## src/rtl/scoreboard_pkg.sv

```systemverilog
// Shared types and constants for the scoreboard timing blocks.
// Provides the game FSM state encoding and time/quarter constants.
package scoreboard_pkg;

    typedef enum logic [2:0] {
        IDLE,
        RUN,
        PAUSE,
        QEND,
        GAME_OVER
    } state_t;

    localparam int SEC_PER_MIN  = 60;
    localparam int NUM_QUARTERS = 4;
    localparam int FREQ_1S_BIT  = 2;

endpackage

```

## src/rtl/tick_edge_detect.sv

```systemverilog
// Synchronizes a slow divider level and emits a 1-cycle rising-edge tick.
// Ports: clock_in, reset_n (async low), level_in (async level), tick (pulse).
module tick_edge_detect (
    input  logic clock_in,
    input  logic reset_n,
    input  logic level_in,
    output logic tick
);

    logic sync1;
    logic sync2;
    logic sync3;

    always_ff @(posedge clock_in or negedge reset_n) begin
        if (!reset_n) begin
            sync1 <= 1'b0;
            sync2 <= 1'b0;
            sync3 <= 1'b0;
        end else begin
            sync1 <= level_in;
            sync2 <= sync1;
            sync3 <= sync2;
        end
    end

    assign tick = sync2 & ~sync3;

endmodule

```

## src/rtl/game_timer.sv

```systemverilog
// Basketball game clock, shot clock, quarter counter and buzzer.
// Ports: clock_in, reset_n, frequencias[4:0], start_stop, shot_reset,
// next_quarter in; min_out, sec_out, shot_out, quarter, running, buzzer,
// game_over out (all registered).
module game_timer
    import scoreboard_pkg::*;
#(
    parameter int QUARTER_MIN = 10,
    parameter int SHOT_SEC    = 24,
    parameter int BUZZ_TICKS  = 2
) (
    input  logic       clock_in,
    input  logic       reset_n,
    input  logic [4:0] frequencias,
    input  logic       start_stop,
    input  logic       shot_reset,
    input  logic       next_quarter,
    output logic [3:0] min_out,
    output logic [5:0] sec_out,
    output logic [4:0] shot_out,
    output logic [2:0] quarter,
    output logic       running,
    output logic       buzzer,
    output logic       game_over
);

    localparam logic [3:0] MIN_LD  = 4'(QUARTER_MIN);
    localparam logic [4:0] SHOT_LD = 5'(SHOT_SEC);
    localparam logic [2:0] BUZZ_LD = 3'(BUZZ_TICKS);
    localparam logic [2:0] Q_LAST  = 3'(NUM_QUARTERS);
    localparam logic [5:0] SEC_TOP = 6'(SEC_PER_MIN - 1);

    logic       tick;
    logic       unused_freq;
    state_t     state_q, state_d;
    logic [3:0] min_d, min_dec;
    logic [5:0] sec_d, sec_dec;
    logic [4:0] shot_d, shot_dec;
    logic [2:0] qtr_d;
    logic [2:0] buzz_q, buzz_d;
    logic       buzz_evt;
    logic       time_zero;

    assign unused_freq = ^{frequencias[4:3], frequencias[1:0]};

    tick_edge_detect u_tick (
        .clock_in (clock_in),
        .reset_n  (reset_n),
        .level_in (frequencias[FREQ_1S_BIT]),
        .tick     (tick)
    );

    always_comb begin
        state_d  = state_q;
        min_d    = min_out;
        sec_d    = sec_out;
        shot_d   = shot_out;
        qtr_d    = quarter;
        buzz_evt = 1'b0;
        min_dec  = min_out;
        sec_dec  = sec_out;

        // Saturating min:sec borrow
        if (sec_out != 6'd0) begin
            sec_dec = sec_out - 6'd1;
        end else if (min_out != 4'd0) begin
            sec_dec = SEC_TOP;
            min_dec = min_out - 4'd1;
        end
        shot_dec = (shot_out != 5'd0) ? shot_out - 5'd1 : 5'd0;
        // A reload on the tick cycle beats the decrement
        if (shot_reset) shot_dec = SHOT_LD;
        time_zero = (min_dec == 4'd0) && (sec_dec == 6'd0);

        case (state_q)
            IDLE: begin
                if (start_stop) state_d = RUN;
            end
            RUN: begin
                if (tick) begin
                    min_d  = min_dec;
                    sec_d  = sec_dec;
                    shot_d = shot_dec;
                    // Game-time expiry outranks shot-clock expiry
                    if (time_zero) begin
                        state_d  = (quarter < Q_LAST) ? QEND : GAME_OVER;
                        buzz_evt = 1'b1;
                    end else if (shot_dec == 5'd0) begin
                        state_d  = PAUSE;
                        buzz_evt = 1'b1;
                    end else if (start_stop) begin
                        state_d = PAUSE;
                    end
                end else if (start_stop) begin
                    state_d = PAUSE;
                end
            end
            PAUSE: begin
                if (start_stop && shot_out != 5'd0) state_d = RUN;
            end
            QEND: begin
                if (next_quarter) begin
                    qtr_d   = quarter + 3'd1;
                    min_d   = MIN_LD;
                    sec_d   = 6'd0;
                    shot_d  = SHOT_LD;
                    state_d = IDLE;
                end
            end
            GAME_OVER: ;
            default: state_d = IDLE;
        endcase

        if (shot_reset && state_q != GAME_OVER) shot_d = SHOT_LD;

        if (buzz_evt)
            buzz_d = BUZZ_LD;
        else if (tick && buzz_q != 3'd0)
            buzz_d = buzz_q - 3'd1;
        else
            buzz_d = buzz_q;
    end

    always_ff @(posedge clock_in or negedge reset_n) begin
        if (!reset_n) begin
            state_q   <= IDLE;
            min_out   <= MIN_LD;
            sec_out   <= 6'd0;
            shot_out  <= SHOT_LD;
            quarter   <= 3'd1;
            buzz_q    <= 3'd0;
            running   <= 1'b0;
            buzzer    <= 1'b0;
            game_over <= 1'b0;
        end else begin
            state_q   <= state_d;
            min_out   <= min_d;
            sec_out   <= sec_d;
            shot_out  <= shot_d;
            quarter   <= qtr_d;
            buzz_q    <= buzz_d;
            running   <= (state_d == RUN);
            buzzer    <= (buzz_d != 3'd0);
            game_over <= (state_d == GAME_OVER);
        end
    end

endmodule

```

## config.mk

```make
export PLATFORM = sky130hd
export DESIGN_NAME = game_timer
export DESIGN_NICKNAME = d
export VERILOG_FILES = /design/src/rtl/scoreboard_pkg.sv /design/src/rtl/tick_edge_detect.sv /design/src/rtl/game_timer.sv
export SDC_FILE = /design/constraint.sdc
export NUM_CORES = 1
export LEC_CHECK = 0
export ABC_CLOCK_PERIOD_IN_PS = 4500
export CAP_MARGIN = 20
export CORE_ASPECT_RATIO = 0.9
export CORE_MARGIN = 3
export CORE_UTILIZATION = 39
export DETAILED_ROUTE_END_ITERATION = 8
export GPL_TIMING_DRIVEN = 0
export SKIP_CTS_REPAIR_TIMING = 1
export SYNTH_ARGS = -nofsm -noshare
export SYNTH_HDL_FRONTEND = slang
export SYNTH_HIERARCHICAL = 1
export SYNTH_SLANG_ARGS = --single-unit
```

## constraint.sdc

```tcl
create_clock -name clock_in -period 4.5 [get_ports clock_in]
set_input_delay 0.9 -clock clock_in [delete_from_list [all_inputs] [get_ports clock_in]]
set_output_delay 0.9 -clock clock_in [all_outputs]
set_load 0.02 [all_outputs]
```

==> summary.md, run 1 <==
| Metric | Value |
|---|---|
| Status | finished clean |
| WL final | around 4.0 mm |
| Hold crit path type | reg2reg |
| Slew HR | 0.4709 |
| Synth-to-layout area growth | 25.53% |
| Nets | 245 |
| Final Non-Filler Cells | slightly below 300 |
| Count of pins over their slew limit | 0 |
| RSZ-0062 raised after global routing | no |
| Max Cap Viol | 0 |
| Period utilization | 0.5593 |
| CTS tree | done |
| Vias in the first global route | approximately 1400 |
| CP max stage cell | dfrtp_1 |
| Crit path largest cell delay | about 0.45 ns |
| Core Rows | 22 |
| Vias per inst | 5.407 |
| Synthesized area | about 1800 um2 |
| Die Width | approximately 77 um |
| Hold WS | about 0.36 ns |
| Global-route wire length before repair | 6.955 mm |
| CP Buf/Inv Count | 1 |
| Chip height | 70.08 um |
| DR WL/cell | 13.92 um |
| Crit path DAT | around 2.7 ns |
| Mean Syn Cell Area | 9.124 um2 |
| CTS H-tree depth | 2 |
| Fillers | roughly 420 |
| Root Buffer | clkbuf_8 |
| Final setup viols | 0 |
| Leading cell types in the layout, fill and taps excluded | 26 x clkdlybuf4s50_1, 25 x dfrtp_1, 21 x nand2_1 |
| Critical setup path kind | reg2reg |
| Worst R2R End | buzz_q[0] |
| Number of synthesized flops with an enable pin | 0 |
| GRT Total Usage | 0.1576 |
| Worst reg2reg setup slack | a little under 2 ns |
| Final hold violations | 0 |
| Post-route DRC | 0 |
| Critical Path Fanout Max | 7 |
| Post-synth top flop | dfrtp_1 |
| Minimum clock period | ~2.5 ns |
| Register area share after synthesis | 0.4255 |
| Max Clock Freq | between 0.3 and 0.4 GHz |
| Placed Cells | ~280 |
| Initial Util | 0.4197 |
| CTS buffer count | 5 |
| Crit. End Element | register |
| Core area | 4239 um2 |
| Max Clock Skew | 0.003112 ns |
| Leakage | between 0.9 and 1 nW |
| Startpoint Class | register |
| Final core utilization | 0.5269 |
| Final HPWL DP | around 3 mm |
| Synth Instances | 195 |
| Critical Path RT | about 4.7 ns |
| RR Startpoint | min_out[0] |
| Peak supply drop | 0.0002750 V |
| I/O Buffers | 26 |
| N_diodes | 0 |
| Critical path startpoint | min_out[0] |
| Drt initial violations | about 100 |
| Fin Setup TNS | 0 ns |
| GRT overflow | 0 |
| FF-to-FF path depth | 8 |
| CP Cell Sequence | inv_1 -> ha_1 -> or3b_1 -> nor2_1 -> o2111ai_1 -> nor4_4 -> o21ai_1 -> and2_1 |
| Vias | ~1600 |
| Initial antenna violation count | 0 |
| Pin count of the biggest net entering global routing | 17 |
| Ports | 31 |
| Routed Antenna Nets | 0 |
| Worst slew pin tran | approximately 0.79 ns |
| Hold Path End | u_tick/sync2 |
| Power Density | 637.1 nW/um2 |
| Clock Pin Slew Worst Setup and Hold Paths | ~0.060 ns |
| Clk buf depth | 2 |
| Post-synth ARST share | 1.000 |
| Yosys warning total | 6 |
| Clk Latency, worst-skew pair | around 0.27 ns |
| GPL Wtd Cong | approximately 0.86 |
| Fraction of layout cells with a size suffix above 1 | 0.09565 |
| Min-delay src | u_tick/sync1 |
| Top delay family on crit path | simple AND/OR/NAND/NOR gates |
| Commonest non-fill, non-tap cell in the layout | clkdlybuf4s50_1 |
| Syn_nets | between 200 and 250 |
| Die footprint | 5409 um2 |
| Hold Path Cell Cnt | 0 |
| Flop and latch count out of synthesis | 30 |
| Synth cell types | about 50 |
| Pre-antenna DRT Iters | 4 |
| CTS Sinks | 30 |
==> cell usage after synthesis, drive strengths merged (2+ instances only) <==
| library cell | count | area share |
|---|---|---|
| a211oi | 4 | 0.020 |
| a21oi | 15 | 0.044 |
| and2 | 2 | 0.0070 |
| dfrtp | 25 | 0.35 |
| dfstp | 5 | 0.074 |
| a22o | 3 | 0.015 |
| nor2b | 7 | 0.029 |
| ha | 6 | 0.042 |
| o2111ai | 3 | 0.015 |
| nor2 | 16 | 0.035 |
| inv | 13 | 0.027 |
| xnor2 | 4 | 0.020 |
| o21bai | 2 | 0.0084 |
| nand2b | 5 | 0.018 |
| mux2i | 3 | 0.017 |
| nand3 | 2 | 0.0056 |
| o41ai | 2 | 0.0098 |
| o2bb2ai | 2 | 0.0098 |
| o211ai | 2 | 0.0084 |
| nor4 | 3 | 0.026 |
| nor3 | 11 | 0.034 |
| nand2 | 21 | 0.044 |
| o21ai | 16 | 0.045 |
| clkbuf | 5 | 0.011 |
==> cells by family after synthesis <==
kind of cell | Yosys count | synth area share
adder cells (fa/ha/maj) | 6 | 0.04219
multiplexers | 3 | 0.01688
XOR/XNOR | 4 | 0.01969
flip-flops | 30 | 0.4255
AND/OR/NAND/NOR | 75 | 0.2363
buffers and inverters | 18 | 0.03798
AO/OA/AOI/OAI | 59 | 0.2215
==> layer usage <==
layer | track usage | up-vias | wire length [um]
li1 | - | 773 | -
met5 | 0 | - | 0
met2 | 0.2387 | 34 | 1833
met1 | 0.2261 | 759 | 2003
met3 | 0.04124 | 2 | 181
met4 | 0.03162 | 0 | 20
==> area by class of cell <==
type                    count  area (um2)  area share
clock buffers               7       86.33     0.03866
well taps                  60       75.07     0.03361
clock inverters             1       5.005    0.002241
repair buffers             27       287.8      0.1289
flip-flops and latches     30       757.0      0.3389
multi-input cells         147       954.7      0.4275
inverters                  13       48.80     0.02185
plain buffers               5       18.77    0.008403
==> stage by stage <==
step	total power, mW	setup slack, ns	area, um2
floorplan	0.9562	2.183	1779
finish	1.423	1.983	2233
detailed placement	1.205	1.991	2142
global route	1.539	1.770	2233
global placement	1.177	1.967	2115
CTS	1.434	1.973	2233
==> state kept, by name (all words and copies together) (netlist names), 3 cells and up <==
name / cells
sec_out: 6
shot_out: 5
min_out: 4
buzz_q: 3
quarter: 3
state_q: 3
==> power by group <==
part,internal [mW],switching [mW]
combinational,0.319,0.403
sequential,0.367,0.112
clock,0.123,0.0985
==> worst max-delay path by stage <==
stage | end | slack [ns] | cells after the start
2_1_floorplan | running | 2.18 | 8
3_3_place_gp | quarter[1] | 1.97 | 1
3_5_place_dp | buzz_q[0] | 1.99 | 8
4_1_cts | buzz_q[0] | 1.97 | 8
5_1_grt | buzzer | 1.77 | 7
6_report | buzz_q[0] | 1.98 | 8
No activity file was read; power rests on OpenSTA's default activity.
==> run 2, diff against run 1 <==
- ABC_CLOCK_PERIOD_IN_PS: 4500 -> 2500
- clock period: 4.5 -> 2.5 ns (I/O delays scaled with it)
==> run 2 against run 1 <==
Sequential share of layout area shrank 0.89 points. Via count grew 0.57%. Critical path depth is the same. Sequential power grew 81%. Worst setup slack lost 1.9 ns. First-iteration DRC count grew 81%. Critical endpoint is now running. Highest routed layer unchanged.
==> summary.md, run 2 (synthesized netlist as in run 1, its figures left out) <==
| Metric | Value |
|---|---|
| Status | finished clean (unchanged) |
| Seq pwr share | 0.327 (was 0.337) |
| Worst R2R End | running (was buzz_q[0]) |
| Max Clock Skew | 0.002807 ns (was 0.003112 ns) |
| Final setup viols | 0 (unchanged) |
| DR WL/cell | 14.02 um (was 13.92 um) |
| Leading cell types in the layout, fill and taps excluded | 26 x clkdlybuf4s50_1, 23 x dfrtp_1, 21 x nand2_1 (was 26 x clkdlybuf4s50_1, 25 x dfrtp_1, 21 x nand2_1) |
| CTS buffer count | 5 (unchanged) |
| Vias in the first global route | 1448 (unchanged) |
| Commonest non-fill, non-tap cell in the layout | clkdlybuf4s50_1 (unchanged) |
| Post-route DRC | 0 (unchanged) |
| Ports | 31 (unchanged) |
| Fin area | 2301 um2 (was 2233 um2) |
| Initial Util | 0.4197 (unchanged) |
| Power Density | 1154 nW/um2 (was 637.1 nW/um2) |
| I/O Buffers | 26 (unchanged) |
| FF-to-FF path depth | 8 (unchanged) |
| Min-delay src | u_tick/sync1 (unchanged) |
| Clock Pin Slew Worst Setup and Hold Paths | 0.06 ns (about the same) |
| Placed cell areas | 2142 um2 (unchanged) |
| Period utilization | 0.9522 (was 0.5593) |
| Fraction of layout cells with a size suffix above 1 | 0.1429 (was 0.09565) |
| Worst slew pin tran | 0.7903 ns (was 0.7912 ns) |
| Hold Path Cell Cnt | 0 (unchanged) |
| Max Cap Viol | 0 (unchanged) |
| Critical path startpoint | sec_out[0] (was min_out[0]) |
| Largest registers | sec_out x6, shot_out x5, min_out x4 (unchanged) |
| Clk buf depth | 2 (unchanged) |
| Worst reg2reg setup slack | 0.12 ns (was 1.98 ns) |
| Clock network power share | 0.150 (was 0.156) |
| Routed wl met3 | 164 um (was 181 um) |
| Hold crit path type | reg2reg (unchanged) |
| Metal1 wirelength | 2.027 mm (was 2.003 mm) |
| RSZ-0062 raised after global routing | no (unchanged) |
| Minimum clock period | 2.380 ns (was 2.517 ns) |
| Placed Cells | 282 (unchanged) |
| Global-route wire length before repair | 6.955 mm (unchanged) |
| Startpoint Class | register (unchanged) |
| Int Pwr | 1.510 mW (was 808.7 uW) |
| Final Non-Filler Cells | 291 (was 290) |
| Pin count of the biggest net entering global routing | 17 (unchanged) |
| Vias | 1577 (was 1568) |
| Crit. End Element | register (unchanged) |
| Crit path DAT | 2.54 ns (was 2.68 ns) |
| Core Rows | 22 (unchanged) |
| RR Startpoint | sec_out[0] (was min_out[0]) |
| Routed met2 length | 1.869 mm (was 1.833 mm) |
| Routed Antenna Nets | 0 (unchanged) |
| Max FFs per register | 6 (unchanged) |
| CTS tree | done (unchanged) |
| Initial antenna violation count | 0 (unchanged) |
| Core area | 4239 um2 (unchanged) |
| Critical setup path kind | reg2reg (unchanged) |
| Nets | 246 (was 245) |
| Drt initial violations | 186 (was 103) |
| Switching Share | 0.4313 (was 0.4317) |
| GRT Total Usage | 0.1576 (unchanged) |
| Biggest register | sec_out (unchanged) |
| CTS H-tree depth | 2 (unchanged) |
| Die Width | 77.20 um (unchanged) |
| Die footprint | 5409 um2 (unchanged) |
| N_diodes | 0 (unchanged) |
| Pre-antenna DRT Iters | 4 (unchanged) |
| Critical Path RT | 2.66 ns (was 4.66 ns) |
| Top routing layer in use | met4 (unchanged) |
| CTS Sinks | 30 (unchanged) |
| Synth-to-layout area growth | 29.33% (was 25.53%) |
| Max Clock Freq | 0.4201 GHz (was 0.3974 GHz) |
| WL final | 4.081 mm (was 4.038 mm) |
| Sw Pwr | 1.145 mW (was 614.2 uW) |
| Slew HR | 0.4715 (was 0.4709) |
| Leakage | 0.9254 nW (was 0.9174 nW) |
| Hold Path End | u_tick/sync2 (unchanged) |
| Chip height | 70.08 um (unchanged) |
| Vias per inst | 5.419 (was 5.407) |
| Count of pins over their slew limit | 0 (unchanged) |
| Final hold violations | 0 (unchanged) |
| Final HPWL DP | 3.030 mm (unchanged) |
| GRT overflow | 0 (unchanged) |
| Final core utilization | 0.5428 (was 0.5269) |
| GPL Wtd Cong | 0.8647 (unchanged) |
| Critical Path Fanout Max | 8 (was 7) |
| Gate power share | 0.523 (was 0.507) |
| Peak supply drop | 0.0005139 V (was 0.0002750 V) |
| Clk Latency, worst-skew pair | 0.27 ns (about the same) |
| Root Buffer | clkbuf_8 (unchanged) |
-- run 2: changes by cell type in the layout (fill, tap and decap cells not counted), moves of 2 or more --
cell,before,now
dfrtp_2,0,2
ha_1,6,4
dfrtp_1,25,23
ha_4,0,2
-- run 2: critical path: stages, from the launching register on --
cell	delay [ns]
dfrtp_2	0.45
inv_1	0.11
ha_4	0.17
or4b_4	0.53
nor3_4	0.21
a211oi_2	0.09
nor4_4	0.34
nor4_2	0.09
a22o_1	0.26
-- run 2: power groups by stage --
stage                     Combinational, mW  Clock [mW]  Sequential, mW
after floorplan                       0.755           0           0.966
after global placement                 1.26           0           0.858
after detailed placement               1.30           0           0.870
after CTS                              1.30       0.413           0.863
after global routing                   1.52       0.441           0.903
final                                  1.39       0.397           0.868
-- run 2: how the worst max path moves through the flow --
stage	cells after the start	end	slack, ns
final	8	running	0.12
after global routing	8	buzz_q[0]	0.0002
after CTS	8	buzz_q[0]	-0.03
after detailed placement	8	buzz_q[0]	-0.009
after global placement	7	buzzer	0.05
after floorplan	8	running	0.18
-- run 2: through the flow --
| stage | hold WS [ns] | total power [mW] | setup TNS, ns | setup WS (ns) |
|---|---|---|---|---|
| 2_1_floorplan | 0.2044 | 1.721 | 0 | 0.1833 |
| 3_3_place_gp | 0.3437 | 2.119 | 0 | 0.05208 |
| 3_5_place_dp | 0.3418 | 2.168 | -0.01273 | -0.008994 |
| 4_1_cts | 0.3663 | 2.581 | -0.05848 | -0.02692 |
| 5_1_grt | 0.3770 | 2.867 | 0 | 0.0001583 |
| 6_report | 0.3635 | 2.655 | 0 | 0.1195 |
-- run 2: routing by layer --
layer,vias to the layer above,global-route usage
li1,774,-
met1,771,0.2261
met4,0,0.03162
met5,-,0
met2,30,0.2387
met3,2,0.04124
-- run 2: cell type report --
cell class / count / area, um2
plain buffers: 5 / 18.77
clock buffers: 7 / 86.33
clock inverters: 1 / 5.005
fillers: 411 / 1938
inverters: 13 / 48.80
multi-input cells: 147 / 1012
flip-flops and latches: 30 / 759.5
well taps: 60 / 75.07
repair buffers: 28 / 295.3
==> run 3, diff against run 2 <==
- ABC_CLOCK_PERIOD_IN_PS: 2500 -> 2100
- clock period: 2.5 -> 2.1 ns (I/O delays scaled with it)
==> run 3 against run 2 <==
The run now ends with negative setup slack left. Worst hold slack got worse by 0.0099 ns. Cell area increased by 5.8%. Wire length increased by 9.0%. Via count up 3.4%. Register-to-register slack got worse by 0.33 ns. Critical path depth stayed put. Sequential power up 19%. Worst setup slack got worse by 0.33 ns. Flip-flop and latch count unchanged. Largest cell class unchanged. Highest routed layer unchanged.
==> summary.md, run 3 (synthesized netlist as in run 1, its figures left out) <==
| Metric | Value |
|---|---|
| Status | finished with violations (was finished clean) |
| Failing checks | negative setup slack |
| Clk buf depth | 2 (unchanged) |
| Chip height | 70.08 um (unchanged) |
| FF-to-FF path depth | 8 (unchanged) |
| Leading cell types in the layout, fill and taps excluded | 26 x clkdlybuf4s50_1, 22 x dfrtp_1, 21 x nand2_1 (was 26 x clkdlybuf4s50_1, 23 x dfrtp_1, 21 x nand2_1) |
| Slew HR | 0.6052 (was 0.4715) |
| Critical Path Fanout Max | 6 (was 8) |
| Hold crit path type | reg2reg (unchanged) |
| DR WL/cell | 14.78 um (was 14.02 um) |
| Max Clock Freq | 0.4336 GHz (was 0.4201 GHz) |
| Drt initial violations | 83 (was 186) |
| Nets | 256 (was 246) |
| Hold WS | 0.3536 ns (was 0.3635 ns) |
| RSZ-0062 raised after global routing | yes (was no) |
| Fillers | 401 (was 411) |
| Worst slew pin tran | 0.5922 ns (was 0.7903 ns) |
| Fraction of layout cells with a size suffix above 1 | 0.2158 (was 0.1429) |
| Vias | 1631 (was 1577) |
| GRT Total Usage | 0.1650 (was 0.1576) |
| Pre-antenna DRT Iters | 4 (unchanged) |
| Crit. End Element | register (unchanged) |
| GPL Wtd Cong | 0.8514 (was 0.8647) |
| Crit path DAT | 2.47 ns (was 2.54 ns) |
| Pin count of the biggest net entering global routing | 12 (was 17) |
| Max FFs per register | 6 (unchanged) |
| Global-route wire length before repair | 7.245 mm (was 6.955 mm) |
| Initial antenna violation count | 0 (unchanged) |
| Commonest non-fill, non-tap cell in the layout | clkdlybuf4s50_1 (unchanged) |
| Vias per inst | 5.419 (about the same) |
| Largest registers | sec_out x6, shot_out x5, min_out x4 (unchanged) |
| Count of pins over their slew limit | 0 (unchanged) |
| Final worst setup slack | -0.2061 ns (was 0.1195 ns) |
| Startpoint Class | register (unchanged) |
| CP Cell Sequence | inv_2 -> ha_4 -> or4b_4 -> nor3_4 -> a211oi_4 -> nor4_4 -> nor4_2 -> a22o_1 (was inv_1 -> ha_4 -> or4b_4 -> nor3_4 -> a211oi_2 -> nor4_4 -> nor4_2 -> a22o_1) |
| Final setup viols | 9 (was 0) |
| Max Cap Viol | 0 (unchanged) |
| Initial Util | 0.4197 (unchanged) |
| Power Density | 1384 nW/um2 (was 1154 nW/um2) |
| Synth-to-layout area growth | 36.85% (was 29.33%) |
| Hold Path Cell Cnt | 0 (unchanged) |
| Peak supply drop | 0.0008395 V (was 0.0005139 V) |
| Leakage | 0.9835 nW (was 0.9254 nW) |
| Core Rows | 22 (unchanged) |
| N_diodes | 0 (unchanged) |
| CTS H-tree depth | 2 (unchanged) |
| Period utilization | 1.098 (was 0.9522) |
| CTS Sinks | 30 (unchanged) |
| Ports | 31 (unchanged) |
| Minimum clock period | 2.306 ns (was 2.380 ns) |
| Post-route DRC | 0 (unchanged) |
| Placed Cells | 283 (was 282) |
| Clock Pin Slew Worst Setup and Hold Paths | 0.06 ns (about the same) |
| Die Width | 77.20 um (unchanged) |
| Min-delay src | u_tick/sync1 (unchanged) |
| Core area | 4239 um2 (unchanged) |
| Final hold violations | 0 (unchanged) |
| Max Clock Skew | 0.002135 ns (was 0.002807 ns) |
| Worst reg2reg setup slack | -0.21 ns (was 0.12 ns) |
| CP max stage cell | or4b_4 (unchanged) |
| RR Startpoint | sec_out[1] (was sec_out[0]) |
| Clk Latency, worst-skew pair | 0.27 ns (about the same) |
| Root Buffer | clkbuf_8 (unchanged) |
| Vias in the first global route | 1478 (was 1448) |
| Die footprint | 5409 um2 (unchanged) |
| Hold Path End | u_tick/sync2 (unchanged) |
| Final HPWL DP | 3.170 mm (was 3.030 mm) |
| Final Non-Filler Cells | 301 (was 291) |
| I/O Buffers | 26 (unchanged) |
| Critical setup path kind | reg2reg (unchanged) |
| CTS buffer count | 5 (unchanged) |
| CTS tree | done (unchanged) |
| Critical Path RT | 2.26 ns (was 2.66 ns) |
| GRT overflow | 0 (unchanged) |
| Worst R2R End | running (unchanged) |
| Routed Antenna Nets | 0 (unchanged) |
| Biggest register | sec_out (unchanged) |
| WL final | 4.450 mm (was 4.081 mm) |
| Crit path largest cell delay | 0.53 ns (about the same) |
==> run 3: area by class of cell <==
cell class | count | area [um2] | share of cell area
well taps | 60 | 75.07 | 0.03083
repair buffers | 38 | 365.4 | 0.1501
clock buffers | 8 | 80.08 | 0.03289
plain buffers | 5 | 21.27 | 0.008736
inverters | 13 | 48.80 | 0.02004
multi-input cells | 147 | 1084 | 0.4450
flip-flops and latches | 30 | 760.7 | 0.3124
==> run 3: metrics by stage <==
stage	setup slack (ns)	total power, mW	TNS [ns]	utilization	cell area, um2
global placement	-0.2196	2.594	-1.840	0.5065	2147
global route	-0.2919	3.635	-2.251	0.5744	2435
finish	-0.2061	3.369	-1.165	0.5744	2435
floorplan	-0.09278	2.113	-0.3923	-	1812
detailed placement	-0.2710	2.662	-2.103	0.5136	2177
CTS	-0.2697	3.115	-2.313	0.5325	2257
==> run 3: worst max path at each step <==
stage / depth (start not counted) / end / startpoint / slack, ns
after floorplan: 8 / running / sec_out[0] / -0.09
after global placement: 8 / buzz_q[0] / min_out[0] / -0.22
after detailed placement: 8 / buzz_q[2] / min_out[0] / -0.27
after CTS: 8 / buzz_q[0] / min_out[0] / -0.27
after global routing: 8 / running / sec_out[1] / -0.29
final: 8 / running / sec_out[1] / -0.21
==> run 3: layer usage <==
metal	wire [um]	vias up	GRT usage
li1	-	796	-
met1	2195	788	0.2472
met2	1951	41	0.2291
met3	239	6	0.04897
met4	63	0	0.04150
met5	0	-	0
==> run 3: power breakdown <==
| part | leakage [nW] | internal [mW] | total (mW) | switching, mW |
|---|---|---|---|---|
| registers | 0.366 | 0.793 | 1.03 | 0.237 |
| logic | 0.578 | 0.872 | 1.91 | 1.03 |
| clock network | 0.0395 | 0.235 | 0.433 | 0.198 |
| total | 0.984 | 1.90 | 3.37 | 1.47 |
==> run 3: critical path, delay by kind of cell (launching register included) <==
kind | cells | cell delay (ns)
flip-flops | 1 | 0.43
AND/OR/NAND/NOR | 4 | 1.20
AO/OA/AOI/OAI | 2 | 0.33
adder cells (fa/ha/maj) | 1 | 0.15
buffers and inverters | 1 | 0.07
